## src/rtl/part3.sv

```systemverilog
// Free-running 8-bit Q0.8 square-root unit: restoring digit-by-digit root over a
// fixed 10-cycle frame (LOAD, 8 x ITER, WRITE), result held in a register.
module part3 #(
  parameter int WIDTH = 8
) (
  input  logic             clk,
  input  logic             rst_n,
  input  logic [WIDTH-1:0] x,
  output logic [WIDTH-1:0] y
);

  typedef enum logic [1:0] {LOAD, ITER, WRITE} state_t;

  localparam logic [2:0] LAST = 3'(WIDTH - 1);

  state_t             state;
  logic [2*WIDTH-1:0] rad;
  logic [WIDTH+1:0]   rem;
  logic [WIDTH-1:0]   root;
  logic [2:0]         i;

  logic [WIDTH+1:0]   rem_shift;
  logic [WIDTH+1:0]   trial;
  logic [WIDTH+1:0]   rem_next;
  logic [WIDTH-1:0]   root_next;

  // rem never exceeds 2*root before a shift, so its top two bits are always zero
  // there and only the low WIDTH bits feed the next step.
  logic unused_rem_bits;
  assign unused_rem_bits = ^rem[WIDTH+1:WIDTH];

  always_comb begin
    rem_shift = {rem[WIDTH-1:0], rad[2*WIDTH-1 -: 2]};
    trial     = {root, 2'b01};
    rem_next  = rem_shift;
    root_next = {root[WIDTH-2:0], 1'b0};
    if (rem_shift >= trial) begin
      rem_next  = rem_shift - trial;
      root_next = {root[WIDTH-2:0], 1'b1};
    end
  end

  always_ff @(posedge clk or negedge rst_n) begin
    if (!rst_n) begin
      state <= LOAD;
      rad   <= '0;
      rem   <= '0;
      root  <= '0;
      i     <= '0;
      y     <= '0;
    end else begin
      case (state)
        LOAD: begin
          rad   <= {x, {WIDTH{1'b0}}};
          rem   <= '0;
          root  <= '0;
          i     <= '0;
          state <= ITER;
        end
        ITER: begin
          rad  <= {rad[2*WIDTH-3:0], 2'b00};
          rem  <= rem_next;
          root <= root_next;
          i    <= i + 3'd1;
          if (i == LAST) state <= WRITE;
        end
        WRITE: begin
          y     <= root;
          state <= LOAD;
        end
        default: state <= LOAD;
      endcase
    end
  end

endmodule

```

## config.mk

```make
export PLATFORM = sky130hd
export DESIGN_NAME = part3
export DESIGN_NICKNAME = d
export VERILOG_FILES = /design/src/rtl/part3.sv
export SDC_FILE = /design/constraint.sdc
export NUM_CORES = 1
export LEC_CHECK = 0
export CORE_MARGIN = 2
export CORE_UTILIZATION = 32
export DETAILED_ROUTE_END_ITERATION = 8
export SLEW_MARGIN = 20
export SYNTH_ARGS = -nofsm -noshare
export SYNTH_HDL_FRONTEND = slang
export SYNTH_SLANG_ARGS = --single-unit
```

## constraint.sdc

```tcl
create_clock -name clk -period 1.9 [get_ports clk]
set_input_delay 0.285 -clock clk [delete_from_list [all_inputs] [get_ports clk]]
set_output_delay 0.285 -clock clk [all_outputs]
set_load 0.02 [all_outputs]
```

Word level (Yosys, flattened, before mapping) --
Cells that the tools add are included. Widths: inputs -> output; s select.
Word-level totals: output and inout port bits 8, register bits after elaboration 45, logic and storage cells 23
Operators by class: equality and inequality tests 4, reductions and logical operators 2, muxes and demuxes 8, order comparisons 1, add/sub/neg operators 2
Operators by type and width (number):
- $pmux 16 s2 | 1
- $pmux 8 s2 | 2
- $ge 10x10->1 | 1
- $mux 8 | 1
- $sub 8x8->8 | 1
- $pmux 3 s2 | 1
- $pmux 2 s2 | 1
- $add 3x1->3 const B | 1
- $eq 3x3->1 const B | 1
- $eq 2x1->1 const B | 1
- $eq 2x2->1 const B | 1
- $logic_not 2->1 | 1
- $mux 2 | 1
- $ne 2x2->1 const B | 1
- $reduce_bool 2->1 | 1
- $mux 1 | 1

Depth between registers and ports, before layout --
depth after elaboration 3, mapped depth 8

Worst setup path after synthesis --
OpenSTA, ideal clock, no wires.
path type register to register, start point register rem[4], end point register rem[3], data required time 1.784 ns, library setup time 0.116 ns, cell stages (with the launch flop) 8, setup slack -0.103 ns, arrival time 1.887 ns, path through dfrtp_1 -> ha_1 -> and4_4 -> nor3b_4 -> a2111oi_4 -> buf_2 -> nand3_1 -> o311ai_0
Between the ends: longest elaborated chain between the ends 3
RTL lines:
- from (decl) | line 18 | logic [WIDTH+1:0] rem;
- from (signal assigned) | line 62 | rem <= rem_next;
- $ge 10x10->1 | line 37 | if (rem_shift >= trial) begin
- $mux 8 | line 37
- $pmux 8 s2 | line 52 | case (state)
Every way passes these cells. A chain may end at the register's enable or synchronous reset.

Final worst setup path --
start point register rem[6], end point register rem[7]
The elaborated chain is that of the path after synthesis.

==> load_flow_metrics.sql <==
INSERT INTO impl_metrics (metric_group, metric, value, unit) VALUES
('routing', 'drt-initial-drc-count', '51', ''),
('floorplan', 'die_area', '6522', 'µm²'),
('power_and_ir_drop', 'power.total', '4128', 'µW'),
('finish', 'antennaDiodeCount', '0', ''),
('yosys', 'synthesis.instances', '191', ''),
('sta', 'worst-slew-pin-transition', '0.7285', 'ns'),
('clock_tree', 'insertion_delay', '0.29', 'ns'),
('global_route', 'global_route.overflow_total', '0', ''),
('global_route', 'grt_start_max_net_pins', '38', ''),
('routing', 'wl_per_cell', '12.61', 'µm'),
('run_status', 'outcome', 'finished with violations', ''),
('clock_tree', 'tritoncts.num_buffers', '5', ''),
('yosys', 'count_of_different_cell_masters_after_synthesis', '32', ''),
('clock_tree', 'tritoncts', 'yes', ''),
('yosys', 'synthFlopType', 'dfrtp_1', ''),
('worst_setup_path', 'r2r.worst_path.cells', '6', ''),
('clock_tree', 'cts_hold_buffers_added', '0', ''),
('power_and_ir_drop', 'peakVddDrop', '0.6989', 'mV'),
('sta', 'setup_viol', '2', ''),
('global_route', 'grt_pass1_vias', '1508', ''),
('clock_tree', 'tritoncts_num_sinks', '37', ''),
('min_path', 'hold_path_class', 'input port to asynchronous set/reset pin', ''),
('routing', 'detailroute.via_count', '1488', ''),
('yosys', 'synthesis.yosys.warnings', '0', ''),
('finish', 'layout.nets', '262', ''),
('worst_setup_path', 'worst-r2r-setup-slack', '-0.08', 'ns'),
('global_route', 'first_pass_grt_wire_length', '6844', 'µm'),
('yosys', 'syn-mean-instance-area', '9.872', 'µm²'),
('power_and_ir_drop', 'pwr_density_cell', '1580', 'nW/µm²'),
('yosys', 'number_of_synthesized_flops_with_an_enable_pin', '0', ''),
('worst_setup_path', 'critical_path.reg2reg.endpoint', 'rem[7]$_DFFE_PN0P_', ''),
('clock_tree', 'clock_tree.root_cell', 'clkbuf_8', ''),
('worst_setup_path', 'required_time_at_the_endpoint_of_the_critical_path', '2.11', 'ns'),
('yosys', 'synthesis.area', '1886', 'µm²'),
('routing', 'remaining_design_rule_violation_count', '0', ''),
('placed_design', 'hpwlAfterDp', '2867', 'µm'),
('placed_design', 'numPortBuffers', '17', ''),
('floorplan', 'num_io_pins', '18', ''),
('finish', 'syn2layout_area_growth', '38.55', '%'),
('global_route', 'antenna_found_initial', '0', ''),
('sta', 'min_period_over_period', '1.043', ''),
('sta', 'clock.fmax', '504.6', 'MHz'),
('floorplan', 'core_area', '5608', 'µm²'),
('finish', 'fill_cells', '547', ''),
('routing', 'pre_repair_dr_iteration_count', '4', ''),
('yosys', 'synth-seq-cells', '37', ''),
('routing', 'vias_per_cell', '4.754', ''),
('floorplan', 'number_of_rows_created_at_floorplan', '27', ''),
('sta', 'worst_setup_skew_after_layout', '0.004698', 'ns'),
('finish', 'finish.utilization', '0.4659', ''),
('floorplan', 'initial_utilization', '0.3362', ''),
('yosys', 'synth_nets', '213', ''),
('finish', 'drive_gt1_frac', '0.2739', ''),
('power_and_ir_drop', 'leak_pwr', '0.001144', 'µW'),
('placed_design', 'place.gp.congestion', '0.7997', ''),
('yosys', 'yosysSeqAreaShare', '0.4910', ''),
('worst_setup_path', 'worst_ep_arrival', '2.19', 'ns'),
('worst_setup_path', 'critical_path_class', 'flip-flop to flip-flop', ''),
('worst_setup_path', 'worstSetupEndpointType', 'flip-flop', ''),
('run', 'cap_violations', '0', ''),
('floorplan', 'die-width', '80.76', 'µm'),
('sta', 'worst_slack', '-0.08170', 'ns'),
('routing', 'postRouteWirelength', '3948', 'µm'),
('run_status', 'violations_in_the_final_reports', 'setup timing', ''),
('sta', 'slew_headroom', '0.5134', ''),
('worst_setup_path', 'path_max_fanout', '3', ''),
('routing', 'postRouteAntennaNets', '0', ''),
('yosys', 'synthArstFlopShare', '1.000', ''),
('sta', 'timing.setup.tns', '-0.08721', 'ns'),
('sta', 'timing_hold_violations_final', '0', ''),
('global_route', 'groute.usage.overall', '0.1385', ''),
('sta', 'rsz_0062_raised_after_global_routing', 'true', ''),
('worst_setup_path', 'crit-reg2reg-launch', 'rem[6]$_DFFE_PN0P_', ''),
('floorplan', 'die_height', '80.76', 'µm'),
('clock_tree', 'clk_path_buf_depth', '2', ''),
('worst_setup_path', 'start_kind', 'flip-flop', ''),
('sta', 'final.min_clock_period', '1.982', 'ns'),
('clock_tree', 'clock_tree.htree_level_count', '2', ''),
('sta', 'final-max-slew-violation-count', '0', ''),
('clock_tree', 'clk_pin_slew_worst_paths', '0.07', 'ns');
-- worst max path at each step --
| stage | startpoint | endpoint | slack (ns) | cells after the start |
|---|---|---|---|---|
| floorplan | rem[5]$_DFFE_PN0P_ | rem[7]$_DFFE_PN0P_ | 0.001 | 6 |
| global placement | rem[0]$_DFFE_PN0P_ | rem[7]$_DFFE_PN0P_ | -0.07 | 6 |
| detailed placement | rem[0]$_DFFE_PN0P_ | rem[7]$_DFFE_PN0P_ | -0.1 | 6 |
| CTS | rem[7]$_DFFE_PN0P_ | rem[7]$_DFFE_PN0P_ | -0.09 | 6 |
| global route | rem[6]$_DFFE_PN0P_ | rem[7]$_DFFE_PN0P_ | -0.17 | 6 |
| finish | rem[6]$_DFFE_PN0P_ | rem[7]$_DFFE_PN0P_ | -0.08 | 6 |
-- Yosys cell counts, types with 3 or more instances --
cell	n	area, µm²
a21oi_1	4	20.02
mux2i_1	7	70.07
dfrtp_1	37	925.9
o21ai_0	28	140.1
clkbuf_1	6	22.52
inv_1	12	45.04
nand2b_1	3	18.77
a32oi_1	3	26.28
o311ai_0	3	26.28
nor2_1	6	22.52
a22o_1	4	35.03
nand3_1	5	25.02
xnor2_1	4	35.03
nand2_1	34	127.6
ha_1	12	150.1
nor2b_1	3	18.77
-- metal layers --
layer / vias to the layer above / wire length, µm / track usage
met5: - / 0 / 0
met4: 0 / 38 / 0.04576
met3: 5 / 101 / 0.03333
met2: 17 / 1882 / 0.2367
met1: 693 / 1926 / 0.1721
li1: 773 / - / -
-- flip-flops by register name, summed over array words and instances (netlist names) --
register / count
rad: 8
rem: 8
root: 8
y: 8
i: 3
state: 2
-- cells in the final DEF, fill, tap and decap left out, types with 5 or more instances in the layout --
cell,count
o21ai_0,27
nand2_1,34
dfrtp_1,37
clkdlybuf4s50_1,16
clkbuf_8,6
nor2_1,5
buf_4,32
inv_1,6
ha_4,8
mux2i_1,7
inv_2,6
-- critical path, cell delays in order (launching register included) --
cell	delay (ns)
dfrtp_1	0.43
ha_4	0.29
and4_4	0.25
nor3b_4	0.22
a2111oi_4	0.06
or4b_1	0.52
o21ai_1	0.14
-- metrics by stage --
step | hold WS (ns) | instances | setup WS [ns] | area, µm²
after floorplan | -0.01059 | 191 | 0.001098 | 1942
after global placement | 0.3627 | 304 | -0.06547 | 2407
after detailed placement | 0.3700 | 304 | -0.09590 | 2407
after CTS | 0.05668 | 313 | -0.09083 | 2545
after global routing | 0.07760 | 313 | -0.1689 | 2613
final | 0.03576 | 313 | -0.08170 | 2613
-- layout make-up --
type / instances / area [µm²] / share of cell area
Clock buffer: 7 / 86.33 / 0.03305
Clock inverter: 1 / 30.03 / 0.01149
Inverter: 12 / 45.04 / 0.01724
Multi-Input combinational cell: 133 / 1007 / 0.3855
Sequential cell: 37 / 925.9 / 0.3544
Tap cell: 72 / 90.09 / 0.03448
Timing Repair Buffer: 51 / 427.9 / 0.1638
-- cells by family (layout without fill, tap and decap cells) --
kind of cell / count (synthesis) / after routing / share of synthesized area
AO/OA/AOI/OAI: 51 / 51 / 0.1778
XOR/XNOR: 6 / 6 / 0.02787
adder cells (fa/ha/maj): 12 / 12 / 0.07963
buffers and inverters: 21 / 71 / 0.04246
flip-flops: 37 / 37 / 0.4910
multiplexers: 7 / 7 / 0.03716
AND/OR/NAND/NOR: 57 / 57 / 0.1440
-- power breakdown --
part           switching, µW  internal, µW  leakage, µW
logic                    998          1220     0.000636
clock network            286           428    0.0000585
registers                187          1010     0.000449
-- what timing repair did --
item	in CTS	in global routing
endpoints found under the setup margin	7	9
buffers inserted	1	0
resized for setup	9	10
pin swaps	3	7
(Power assumes the default switching activity.)
==> edit: new RTL, same settings <==
Reset style: synchronous (`rst_n`), changed in one clocked block.
--- a/src/rtl/part3.sv
+++ b/src/rtl/part3.sv
@@ -41,5 +41,5 @@
   end
 
-  always_ff @(posedge clk or negedge rst_n) begin
+  always_ff @(posedge clk) begin
     if (!rst_n) begin
       state <= LOAD;
Behaviour: same outputs for any inputs over 10 cycles, from zero or initial values and one cycle with rst_n low; that may be too few to reach the edited logic, so the function may still have changed.
==> edit against the unedited design <==
- synthesized area decreased by 2.2%
- wire length decreased by 3.6%
- sequential cell count unchanged
- setup slack improved by 0.21 ns
- critical path depth increased by 1
- power decreased by 25%
- largest cell class unchanged
- final area decreased by 10%
- die area decreased by 2.1%
==> edit: results (changes against the unedited design) <==
* number of nets in the synthesized netlist: 241, was 213
* sequential cell area fraction in the yosys report: 40.2%, was 49.1%
* number of instances in the placed design: 310, was 304
* main area contributors after synthesis: dfxtp_1 (40%), ha_1 (8.1%), mux2i_1 (5.4%), nand2_1 (4.9%), o21ai_0 (4.6%), was dfrtp_1 (49%), ha_1 (8.0%), o21ai_0 (7.4%), nand2_1 (6.8%), mux2i_1 (3.7%)
* final weighted congestion in routability-driven placement: 0.804, was 0.800
* number of different library cells in the post-synthesis netlist: 37, was 32
* FFs w/ async S/R, synth: 0%, was 100%
* number of fill cells: 584, was 547
* Seq Cell Count: 37, unchanged
* Critical Path Start: root[0], was rem[6]
* worst slew slack as a fraction of its limit: 65.1%, was 51.3%
* top cell family by delay on the critical path: compound AO/OA/AOI/OAI gates, was simple AND/OR/NAND/NOR gates
* layout cell share with drive strength beyond 1: 13.4%, was 27.4%
* crit path to: rem[5], was rem[7]
* top cells by instance count after synthesis: dfxtp_1 (37), nand2_1 (24), o21ai_0 (17), a21oi_1 (15), nor2_1 (15), was dfrtp_1 (37), nand2_1 (34), o21ai_0 (28), ha_1 (12), inv_1 (12)
* placement-stage cell area: 2150 um2, was 2410 um2
* synthesized area divided by synthesized cell count: 8.42 um2, was 9.87 um2
* cell-internal power: 2010 uW, was 2660 uW
* total global routing track utilization: 13.0%, was 13.8%
* number of global-route vias before repair: 1,513, was 1,508
* number of buffers other than clock buffers in the final layout: 30, was 51
* run status: complete, no violations, was finished with violations
* maximum number of pins on one net before global-route repair: 20, was 38
* static power due to leakage: 0.000915 uW, was 0.00114 uW
* proportion of cell area spent on the clock network: 4.97%, was 4.45%
* Signal inverters: 14, was 12
* Avg WL per Cell: 11.9 um, was 12.6 um
* multi-input gates: 158, was 133
* area of combinational cells with multiple inputs: 1060 um2, was 1010 um2
* depth of the worst register-to-register path: 7, was 6
* signal buffers share of area: 12.0%, was 16.4%
* x dimension of the die: 79.9 um, was 80.8 um
* Clock Skews: 0.00463 ns, was 0.00470 ns
* worst slack at placement: 0.0408 ns, was -0.0959 ns
* post-detailed-route via-to-cell ratio: 4.79, was 4.75
* First DRT Iteration DRCs: 52, was 51
* total detailed-routing wirelength: 3.81 mm, was 3.95 mm
* slowest library cell on the worst path: ha_1, was or4b_1
* clock-pin slew reported for the worst setup and hold paths after clock tree synthesis: 0.07 ns, about the same
* final worst setup slack: 0.130 ns, was -0.0817 ns
* reg-to-reg startpoint: root[0], was rem[6]
* hpwl dp: 2.80 mm, was 2.87 mm
* nets: 268, was 262
* maximum resistive drop on vdd: 0.764 mV, was 0.699 mV
* delay of the slowest cell on the worst path: 0.35 ns, was 0.52 ns
* clock tree root buffer cell: clkbuf_8, unchanged
* worst min-delay path class: reg -> reg, was in -> async
* count of input and output buffers: 17, unchanged
* global-route wire length before repair: 6.64 mm, was 6.84 mm
* register cell area after layout: 742 um2, was 926 um2
* critical path fanouts, max: 4, was 3
* area added between synthesis and finish: 27.1%, was 38.6%
* number of antenna violations at the first check in global routing: 0, unchanged
edit: changes by cell type in the layout (fill, tap and decap cells not counted), moves of 4 or more:
cell     change
a21oi_1     +13
and2_1       +7
buf_4       -20
dfrtp_1     -37
dfxtp_1     +36
inv_1        +6
inv_2        -4
nand2_1     -10
nor2_1      +10
nor2b_1      +8
nor3_1       +4
o21ai_0     -12
o21ai_1      +5
edit: worst min-delay path by stage:
stage / startpoint / end / slack [ns] / cells past startpoint
final: root[4] / root[4] / 0.46 / 2
after global routing: root[4] / root[4] / 0.49 / 2
after CTS: root[5] / root[5] / 0.46 / 2
after detailed placement: root[5] / root[5] / 0.44 / 2
after global placement: root[5] / root[5] / 0.43 / 2
after floorplan: rst_n / y[0] / 0.41 / 1
edit: metal layers:
layer | vias up | global-route usage [%] | part of all wire (%)
met5 | - | 0 | 0
li1 | 811 | - | -
met1 | 685 | 16.3 | 47
met2 | 26 | 22.0 | 47
met4 | 0 | 3.56 | 1.3
met3 | 6 | 3.39 | 3.8
edit: logic make-up (layout without fill, tap and decap cells):
group / Yosys count / after routing / share of synthesized area [%]
AO/OA/AOI/OAI: 56 / 56 / 18.6
XOR/XNOR: 4 / 4 / 1.90
AND/OR/NAND/NOR: 76 / 76 / 20.0
adder cells (fa/ha/maj): 12 / 12 / 8.14
buffers and inverters: 24 / 52 / 5.77
multiplexers: 10 / 10 / 5.43
flip-flops: 37 / 37 / 40.2
edit: power by group through the flow:
stage          clock network [uW]  logic, uW  registers [uW]
2_1_floorplan                   0       1100             924
3_3_place_gp                    0       1380             944
3_5_place_dp                    0       1370             944
4_1_cts                       715       1380             926
5_1_grt                       745       1630             958
6_report                      697       1450             945
edit: timing repair:
action                                  in CTS  in global routing
endpoints found under the setup margin       0                  8
gates resized for setup                      0                 13
buffers inserted                             0                  1
